==> src/rtl/ps2_pkg.sv <==
// Shared definitions for the PS/2 host transmitter: FSM state encoding,
// default timing constants and the odd-parity helper.
package ps2_pkg;

  typedef enum logic [2:0] {
    ST_IDLE,
    ST_INHIBIT,
    ST_REQ,
    ST_DATA,
    ST_PARITY,
    ST_STOP,
    ST_ACK,
    ST_WAIT_IDLE
  } ps2_tx_state_e;

  localparam int unsigned DEF_INHIBIT_CYCLES = 420;
  localparam int unsigned DEF_TIMEOUT_CYCLES = 52500;
  localparam int unsigned DEF_FILTER_LEN     = 4;

  // The parity bit makes the total number of ones in data+parity odd.
  function automatic logic odd_parity(input logic [7:0] data);
    return ~(^data);
  endfunction

endpackage

==> src/rtl/ps2_line_filter.sv <==
// Two-flop synchronizer followed by a glitch filter: the output only changes
// once FILTER_LEN consecutive synchronized samples agree on the new level.
module ps2_line_filter
  import ps2_pkg::*;
#(
  parameter int unsigned FILTER_LEN = DEF_FILTER_LEN
) (
  input  logic clk,
  input  logic nreset,
  input  logic i_line,
  output logic o_line
);

  logic [1:0]            r_sync;
  logic [FILTER_LEN-1:0] r_hist;
  logic [FILTER_LEN-1:0] w_hist_next;
  logic                  r_line;
  logic                  w_all_high;
  logic                  w_all_low;

  for (genvar gi = 0; gi < FILTER_LEN; gi++) begin : g_hist
    if (gi == 0) begin : g_head
      assign w_hist_next[gi] = r_sync[1];
    end else begin : g_tail
      assign w_hist_next[gi] = r_hist[gi-1];
    end
  end

  assign w_all_high = &r_hist;
  assign w_all_low  = ~|r_hist;

  // Idle PS/2 lines float high, so everything presets to 1.
  always_ff @(posedge clk) begin
    if (!nreset) begin
      r_sync <= '1;
      r_hist <= '1;
      r_line <= 1'b1;
    end else begin
      r_sync <= {r_sync[0], i_line};
      r_hist <= w_hist_next;
      if (w_all_high) begin
        r_line <= 1'b1;
      end else if (w_all_low) begin
        r_line <= 1'b0;
      end
    end
  end

  assign o_line = r_line;

endmodule

==> src/rtl/ps2_host_tx.sv <==
// PS/2 host-to-device byte transmitter (inhibit, request-to-send, 8 data bits,
// odd parity, stop, device ACK). Optional watchdog: PS2_HOST_TX_TIMEOUT_EN.
module ps2_host_tx
  import ps2_pkg::*;
#(
  parameter int unsigned INHIBIT_CYCLES = DEF_INHIBIT_CYCLES,
  parameter int unsigned TIMEOUT_CYCLES = DEF_TIMEOUT_CYCLES,
  parameter int unsigned FILTER_LEN     = DEF_FILTER_LEN
) (
  input  logic       clk,
  input  logic       nreset,
  input  logic [7:0] tx_data,
  input  logic       tx_valid,
  output logic       tx_ready,
  input  logic       ps2_clk_in,
  input  logic       ps2_dat_in,
  output logic       ps2_clk_oe,
  output logic       ps2_dat_oe,
  output logic       busy,
  output logic       tx_done,
  output logic       tx_error
);

  localparam int unsigned      INH_W    = $clog2(INHIBIT_CYCLES + 1);
  localparam logic [INH_W-1:0] INH_LAST = INH_W'(INHIBIT_CYCLES - 1);

  ps2_tx_state_e    r_state;
  ps2_tx_state_e    w_state_next;
  logic [7:0]       r_data;
  logic [2:0]       r_bit_idx;
  logic [2:0]       w_bit_idx_next;
  logic [INH_W-1:0] r_inh_cnt;
  logic [INH_W-1:0] w_inh_cnt_next;
  logic             r_clk_prev;
  logic             r_clk_oe;
  logic             r_dat_oe;
  logic             r_tx_done;
  logic             r_tx_error;
  logic             w_clk_oe_next;
  logic             w_dat_oe_next;
  logic             w_done_next;
  logic             w_error_next;
  logic             w_load;
  logic             w_clk_filt;
  logic             w_dat_filt;
  logic             w_clk_fall;

  ps2_line_filter #(.FILTER_LEN(FILTER_LEN)) u_clk_filter (
    .clk    (clk),
    .nreset (nreset),
    .i_line (ps2_clk_in),
    .o_line (w_clk_filt)
  );

  ps2_line_filter #(.FILTER_LEN(FILTER_LEN)) u_dat_filter (
    .clk    (clk),
    .nreset (nreset),
    .i_line (ps2_dat_in),
    .o_line (w_dat_filt)
  );

  assign w_clk_fall = r_clk_prev & ~w_clk_filt;

`ifdef PS2_HOST_TX_TIMEOUT_EN
  localparam int unsigned     TO_W    = $clog2(TIMEOUT_CYCLES + 1);
  localparam logic [TO_W-1:0] TO_LAST = TO_W'(TIMEOUT_CYCLES - 1);

  logic [TO_W-1:0] r_to_cnt;
  logic            w_in_window;
  logic            w_timeout;

  // Counts only while waiting on the device; INHIBIT keeps it at zero so it
  // starts fresh the cycle the clock line is released.
  assign w_in_window = (r_state inside {ST_REQ, ST_DATA, ST_PARITY, ST_STOP, ST_ACK});
  assign w_timeout   = w_in_window && (r_to_cnt == TO_LAST);

  always_ff @(posedge clk) begin
    if (!nreset || !w_in_window) begin
      r_to_cnt <= '0;
    end else begin
      r_to_cnt <= r_to_cnt + TO_W'(1);
    end
  end
`endif

  always_comb begin
    w_state_next   = r_state;
    w_bit_idx_next = r_bit_idx;
    w_inh_cnt_next = r_inh_cnt;
    w_done_next    = 1'b0;
    w_error_next   = 1'b0;
    w_load         = 1'b0;
    case (r_state)
      ST_IDLE: begin
        if (tx_valid) begin
          w_load         = 1'b1;
          w_inh_cnt_next = '0;
          w_state_next   = ST_INHIBIT;
        end
      end
      ST_INHIBIT: begin
        if (r_inh_cnt == INH_LAST) begin
          w_state_next = ST_REQ;
        end else begin
          w_inh_cnt_next = r_inh_cnt + INH_W'(1);
        end
      end
      ST_REQ: begin
        if (w_clk_fall) begin
          w_bit_idx_next = '0;
          w_state_next   = ST_DATA;
        end
      end
      ST_DATA: begin
        if (w_clk_fall) begin
          if (r_bit_idx == 3'd7) begin
            w_state_next = ST_PARITY;
          end else begin
            w_bit_idx_next = r_bit_idx + 3'd1;
          end
        end
      end
      ST_PARITY: begin
        if (w_clk_fall) begin
          w_state_next = ST_STOP;
        end
      end
      ST_STOP: begin
        if (w_clk_fall) begin
          w_state_next = ST_ACK;
        end
      end
      // Entered on the falling edge after stop; the device holds its ACK
      // level for the whole low phase, so one look is enough.
      ST_ACK: begin
        if (!w_dat_filt) begin
          w_state_next = ST_WAIT_IDLE;
        end else begin
          w_error_next = 1'b1;
          w_state_next = ST_IDLE;
        end
      end
      ST_WAIT_IDLE: begin
        if (w_clk_filt && w_dat_filt) begin
          w_done_next  = 1'b1;
          w_state_next = ST_IDLE;
        end
      end
      default: begin
        w_state_next = ST_IDLE;
      end
    endcase
`ifdef PS2_HOST_TX_TIMEOUT_EN
    if (w_timeout) begin
      w_done_next  = 1'b0;
      w_error_next = 1'b1;
      w_state_next = ST_IDLE;
    end
`endif
  end

  // Line drives are registered from next-state values so the open-drain
  // enables never glitch on state decode.
  always_comb begin
    w_clk_oe_next = (w_state_next == ST_INHIBIT);
    w_dat_oe_next = 1'b0;
    case (w_state_next)
      ST_INHIBIT: w_dat_oe_next = (w_inh_cnt_next == INH_LAST);
      ST_REQ:     w_dat_oe_next = 1'b1;
      ST_DATA:    w_dat_oe_next = ~r_data[w_bit_idx_next];
      ST_PARITY:  w_dat_oe_next = ~odd_parity(r_data);
      default:    w_dat_oe_next = 1'b0;
    endcase
  end

  always_ff @(posedge clk) begin
    if (!nreset) begin
      r_state    <= ST_IDLE;
      r_data     <= '0;
      r_bit_idx  <= '0;
      r_inh_cnt  <= '0;
      r_clk_prev <= 1'b1;
      r_clk_oe   <= 1'b0;
      r_dat_oe   <= 1'b0;
      r_tx_done  <= 1'b0;
      r_tx_error <= 1'b0;
    end else begin
      r_state    <= w_state_next;
      r_bit_idx  <= w_bit_idx_next;
      r_inh_cnt  <= w_inh_cnt_next;
      r_clk_prev <= w_clk_filt;
      r_clk_oe   <= w_clk_oe_next;
      r_dat_oe   <= w_dat_oe_next;
      r_tx_done  <= w_done_next;
      r_tx_error <= w_error_next;
      if (w_load) begin
        r_data <= tx_data;
      end
    end
  end

  assign tx_ready   = (r_state == ST_IDLE);
  assign busy       = (r_state != ST_IDLE);
  assign ps2_clk_oe = r_clk_oe;
  assign ps2_dat_oe = r_dat_oe;
  assign tx_done    = r_tx_done;
  assign tx_error   = r_tx_error;

endmodule
==> config.mk <==
export PLATFORM = sky130hd
export DESIGN_NAME = ps2_host_tx
export DESIGN_NICKNAME = d
export VERILOG_FILES = /design/src/rtl/ps2_pkg.sv /design/src/rtl/ps2_line_filter.sv /design/src/rtl/ps2_host_tx.sv
export SDC_FILE = /design/constraint.sdc
export NUM_CORES = 1
export LEC_CHECK = 0
export CAP_MARGIN = 20
export CORE_ASPECT_RATIO = 0.8
export CORE_MARGIN = 1
export CORE_UTILIZATION = 50
export CTS_CLUSTER_DIAMETER = 30
export DETAILED_ROUTE_END_ITERATION = 7
export PLACE_DENSITY_LB_ADDON = 0.2
export SYNTH_ARGS = -nofsm -noshare
export SYNTH_HDL_FRONTEND = slang
export SYNTH_HIERARCHICAL = 1
export SYNTH_SLANG_ARGS = --single-unit
==> constraint.sdc <==
create_clock -name clk -period 2.56 [get_ports clk]
set_input_delay 0.384 -clock clk [delete_from_list [all_inputs] [get_ports clk]]
set_output_delay 0.384 -clock clk [all_outputs]
set_load 0.01 [all_outputs]
==> out/results.tsv <==
metric	value	unit
cts-buffers-inserted	5	
period_minus_slack	2.18	ns
syn2layout_area_growth	16.7	%
cp.arrival	2.35	ns
worst-path-max-fanout	10	
antenna_cells	0	
critPathKind	reg -> reg	
final_nets	260	
ys_ff_latch	42	
layout-drive-gt1-share	11.8	%
cp_num_cells	7	
cp-startpoint	r_state[1]$_SDFF_PN0_	
synth_nets	238	
drtAntennaViolNets	0	
critPathCapture	ps2_dat_oe$_SDFF_PN0_	
synth_top_area_share	42.7	%
met3_usage	5.22	%
holdCritPathClass	reg -> reg	
cts_tree	done	
globalplace.congestion	0.829	
status	finished clean	
leakagePower	0.820	nW
num_vias	1616	
postCtsResizedCells	0	
dieArea	4190	sq um
antenna_found_initial	0	
cp_cell_sequence	nand4bb_1 -> and2_1 -> a311oi_2 -> nor4_1 -> a31oi_1 -> o211a_1 -> o32ai_2	
grt_util_met2	33.0	%
grt_overflow	0	
pre_cts_ws	0.258	ns
regToRegEndpoint	ps2_dat_oe$_SDFF_PN0_	
cp_num_buf_inv	0	
slowest_stage	dfxtp_1	
pwr-share-seq	54.5	%
setup_viol	0	
yosysTopAreaCell	dfxtp_1	
ys.flop_type	dfxtp_1	
layout_setup_ws	0.381	ns
core-area	3590	sq um
synth_top_cells_by_area	dfxtp_1 (43%), nand2b_1 (4.8%), nand2_1 (4.0%), a21oi_1 (3.8%), and2_1 (3.5%)	
drv_cap	0	
max_slew_margin	71.3	%
cp_top_family	compound AO/OA/AOI/OAI gates	
synth_cell_type_count	50	
max_freq	0.459	GHz
p_switching	0.000304	W
synth_area_per_cell	8.82	sq um
start_kind	flop	
power_density	549	nW/um^2
fin_crit_sh	85.1	%
p_int	0.000956	W
ys_seq_area_share	42.7	%
syn_inst	223	
ys_warn_count	6	
initial_core_util	54.8	%
die_h	58.1	um
hpwl	2.67	mm
worst-endpoint-required	2.73	ns
drt_pass1_iterations	5	
worst_setup_path_end_kind	flop	
routed_wl	3.77	mm
tightest_slew	0.431	ns
hold_viol_final	0	
fin_area	2300	sq um
grt_pass1_vias	1508	
cts_hold_buf	0	
ios	19	
clk_pin_slew	0.08	ns
rr_worst_depth	7	
place_area	2200	sq um
rsz0062_at_grt	no	
htreeDepth	2	
busiest_layer	met2	
cts-root-buf	clkbuf_8	
r2r_slack	0.38	ns
vias_per_cell	5.42	
synth_area	1970	sq um
drt-initial-drc-count	139	
comb_power_share	10.9	%
grt_max_degree	25	
fin_setup_tns	0	ns
grt_pass1_wl	6.68	mm
synth_edf_count	0	
post_cts_buffers	0	
synthArstFlopShare	0	%
cts_buffer_depth	2	
regToRegStartpoint	r_state[1]$_SDFF_PN0_	
slew_violations	0	
port-buffer-count	18	
slowest_delay	0.56	ns
die_w	72.1	um
clock_sinks	42	
sw_frac_of_total	24.1	%
met1_usage	27.6	%
finClkSkew	0.00370	ns
clockPowerShare	34.6	%
drc	0	
wl_per_cell	12.7	um
clk_latency	0.29	ns
num_rows	19	
groute.usage.overall	20.7	%
ir_drop	0.345	mV
[power by group through the flow]
stage / clock (W) / sequential (W) / combinational [W]
floorplan: 0 / 0.000696 / 0.0000870
global placement: 0 / 0.000701 / 0.000136
detailed placement: 0 / 0.000701 / 0.000136
CTS: 0.000447 / 0.000686 / 0.000138
global route: 0.000481 / 0.000689 / 0.000151
finish: 0.000436 / 0.000687 / 0.000137
[flip-flops by register name (all words and copies together) (netlist names), 2 cells and up]
name	cells
u_dat_filter/r_sync	2
u_clk_filter/r_sync	2
u_dat_filter/r_hist	4
r_data	8
r_state	3
r_inh_cnt	9
r_bit_idx	3
u_clk_filter/r_hist	4
[cell usage after synthesis (all sizes together) (3+ instances only)]
master   n
dfxtp   42
nand2   21
nor2    19
a21oi   15
nand2b  15
and2    13
o21ai   11
inv     10
nand3    8
xnor2    7
nand4    6
nor4     6
a31oi    4
a41oi    4
clkbuf   4
nor3     4
buf      3
[through the flow]
stage | std cells | power [W] | util [%] | hold slack [ns]
finish | 298 | 0.00126 | 64.0 | 0.409
global route | 298 | 0.00132 | 64.0 | 0.444
CTS | 298 | 0.00127 | 64.0 | 0.411
detailed placement | 290 | 0.000838 | 61.3 | 0.392
global placement | 290 | 0.000837 | 61.3 | 0.388
floorplan | 223 | 0.000783 | - | 0.386
[worst min path at each step]
stage                                            startpoint                                 to  cells past startpoint
final                     u_dat_filter/r_sync[0]$_SDFF_PN1_  u_dat_filter/r_sync[1]$_SDFF_PN1_                      1
after global routing      u_clk_filter/r_sync[1]$_SDFF_PN1_  u_clk_filter/r_hist[0]$_SDFF_PN1_                      1
after CTS                 u_dat_filter/r_sync[0]$_SDFF_PN1_  u_dat_filter/r_sync[1]$_SDFF_PN1_                      1
after detailed placement  u_dat_filter/r_sync[0]$_SDFF_PN1_  u_dat_filter/r_sync[1]$_SDFF_PN1_                      1
after global placement    u_dat_filter/r_sync[0]$_SDFF_PN1_  u_dat_filter/r_sync[1]$_SDFF_PN1_                      1
after floorplan           u_clk_filter/r_sync[1]$_SDFF_PN1_  u_clk_filter/r_hist[0]$_SDFF_PN1_                      1
[cell families (layout without fill, tap and decap cells)]
| family | after synthesis | in the layout | share of synthesized area (%) |
|---|---|---|---|
| AOI/OAI and AO/OA | 46 | 46 | 16.6 |
| muxes | 2 | 2 | 1.02 |
| xor gates and xnor gates | 9 | 9 | 4.01 |
| adders and majority gates | 2 | 2 | 1.27 |
| DFF | 42 | 42 | 42.7 |
| buffers and inverters | 18 | 41 | 4.20 |
| and+or+nand+nor | 104 | 104 | 30.2 |
[routing by layer]
layer	share of wire [%]	up-vias
li1	-	829
met1	49	744
met2	45	39
met3	4.8	4
met4	0.61	0
met5	0	-
[final cells by class]
cell class	instances	area, sq um
Inverter	11	41.3
Timing Repair Buffer	22	210
Clock inverter	2	12.5
Fill cell	320	1290
Multi-Input combinational cell	163	1040
Tap cell	52	65.1
Sequential cell	42	841
Clock buffer	6	82.6
[placed cells by master (no fill, tap or decap), drive strengths merged, types with 4 or more instances in the layout]
| master | netlist | layout |
|---|---|---|
| a21oi | 15 | 15 |
| a31oi | 4 | 4 |
| a41oi | 4 | 4 |
| and2 | 13 | 13 |
| buf | 3 | 4 |
| clkbuf | 4 | 6 |
| clkdlybuf4s50 | 0 | 18 |
| dfxtp | 42 | 42 |
| inv | 10 | 10 |
| nand2 | 21 | 21 |
| nand2b | 15 | 15 |
| nand3 | 8 | 8 |
| nand4 | 6 | 6 |
| nor2 | 19 | 19 |
| nor3 | 4 | 4 |
| nor4 | 6 | 6 |
| o21ai | 11 | 11 |
| xnor2 | 7 | 7 |
No activity file was read; power rests on OpenSTA's default activity.
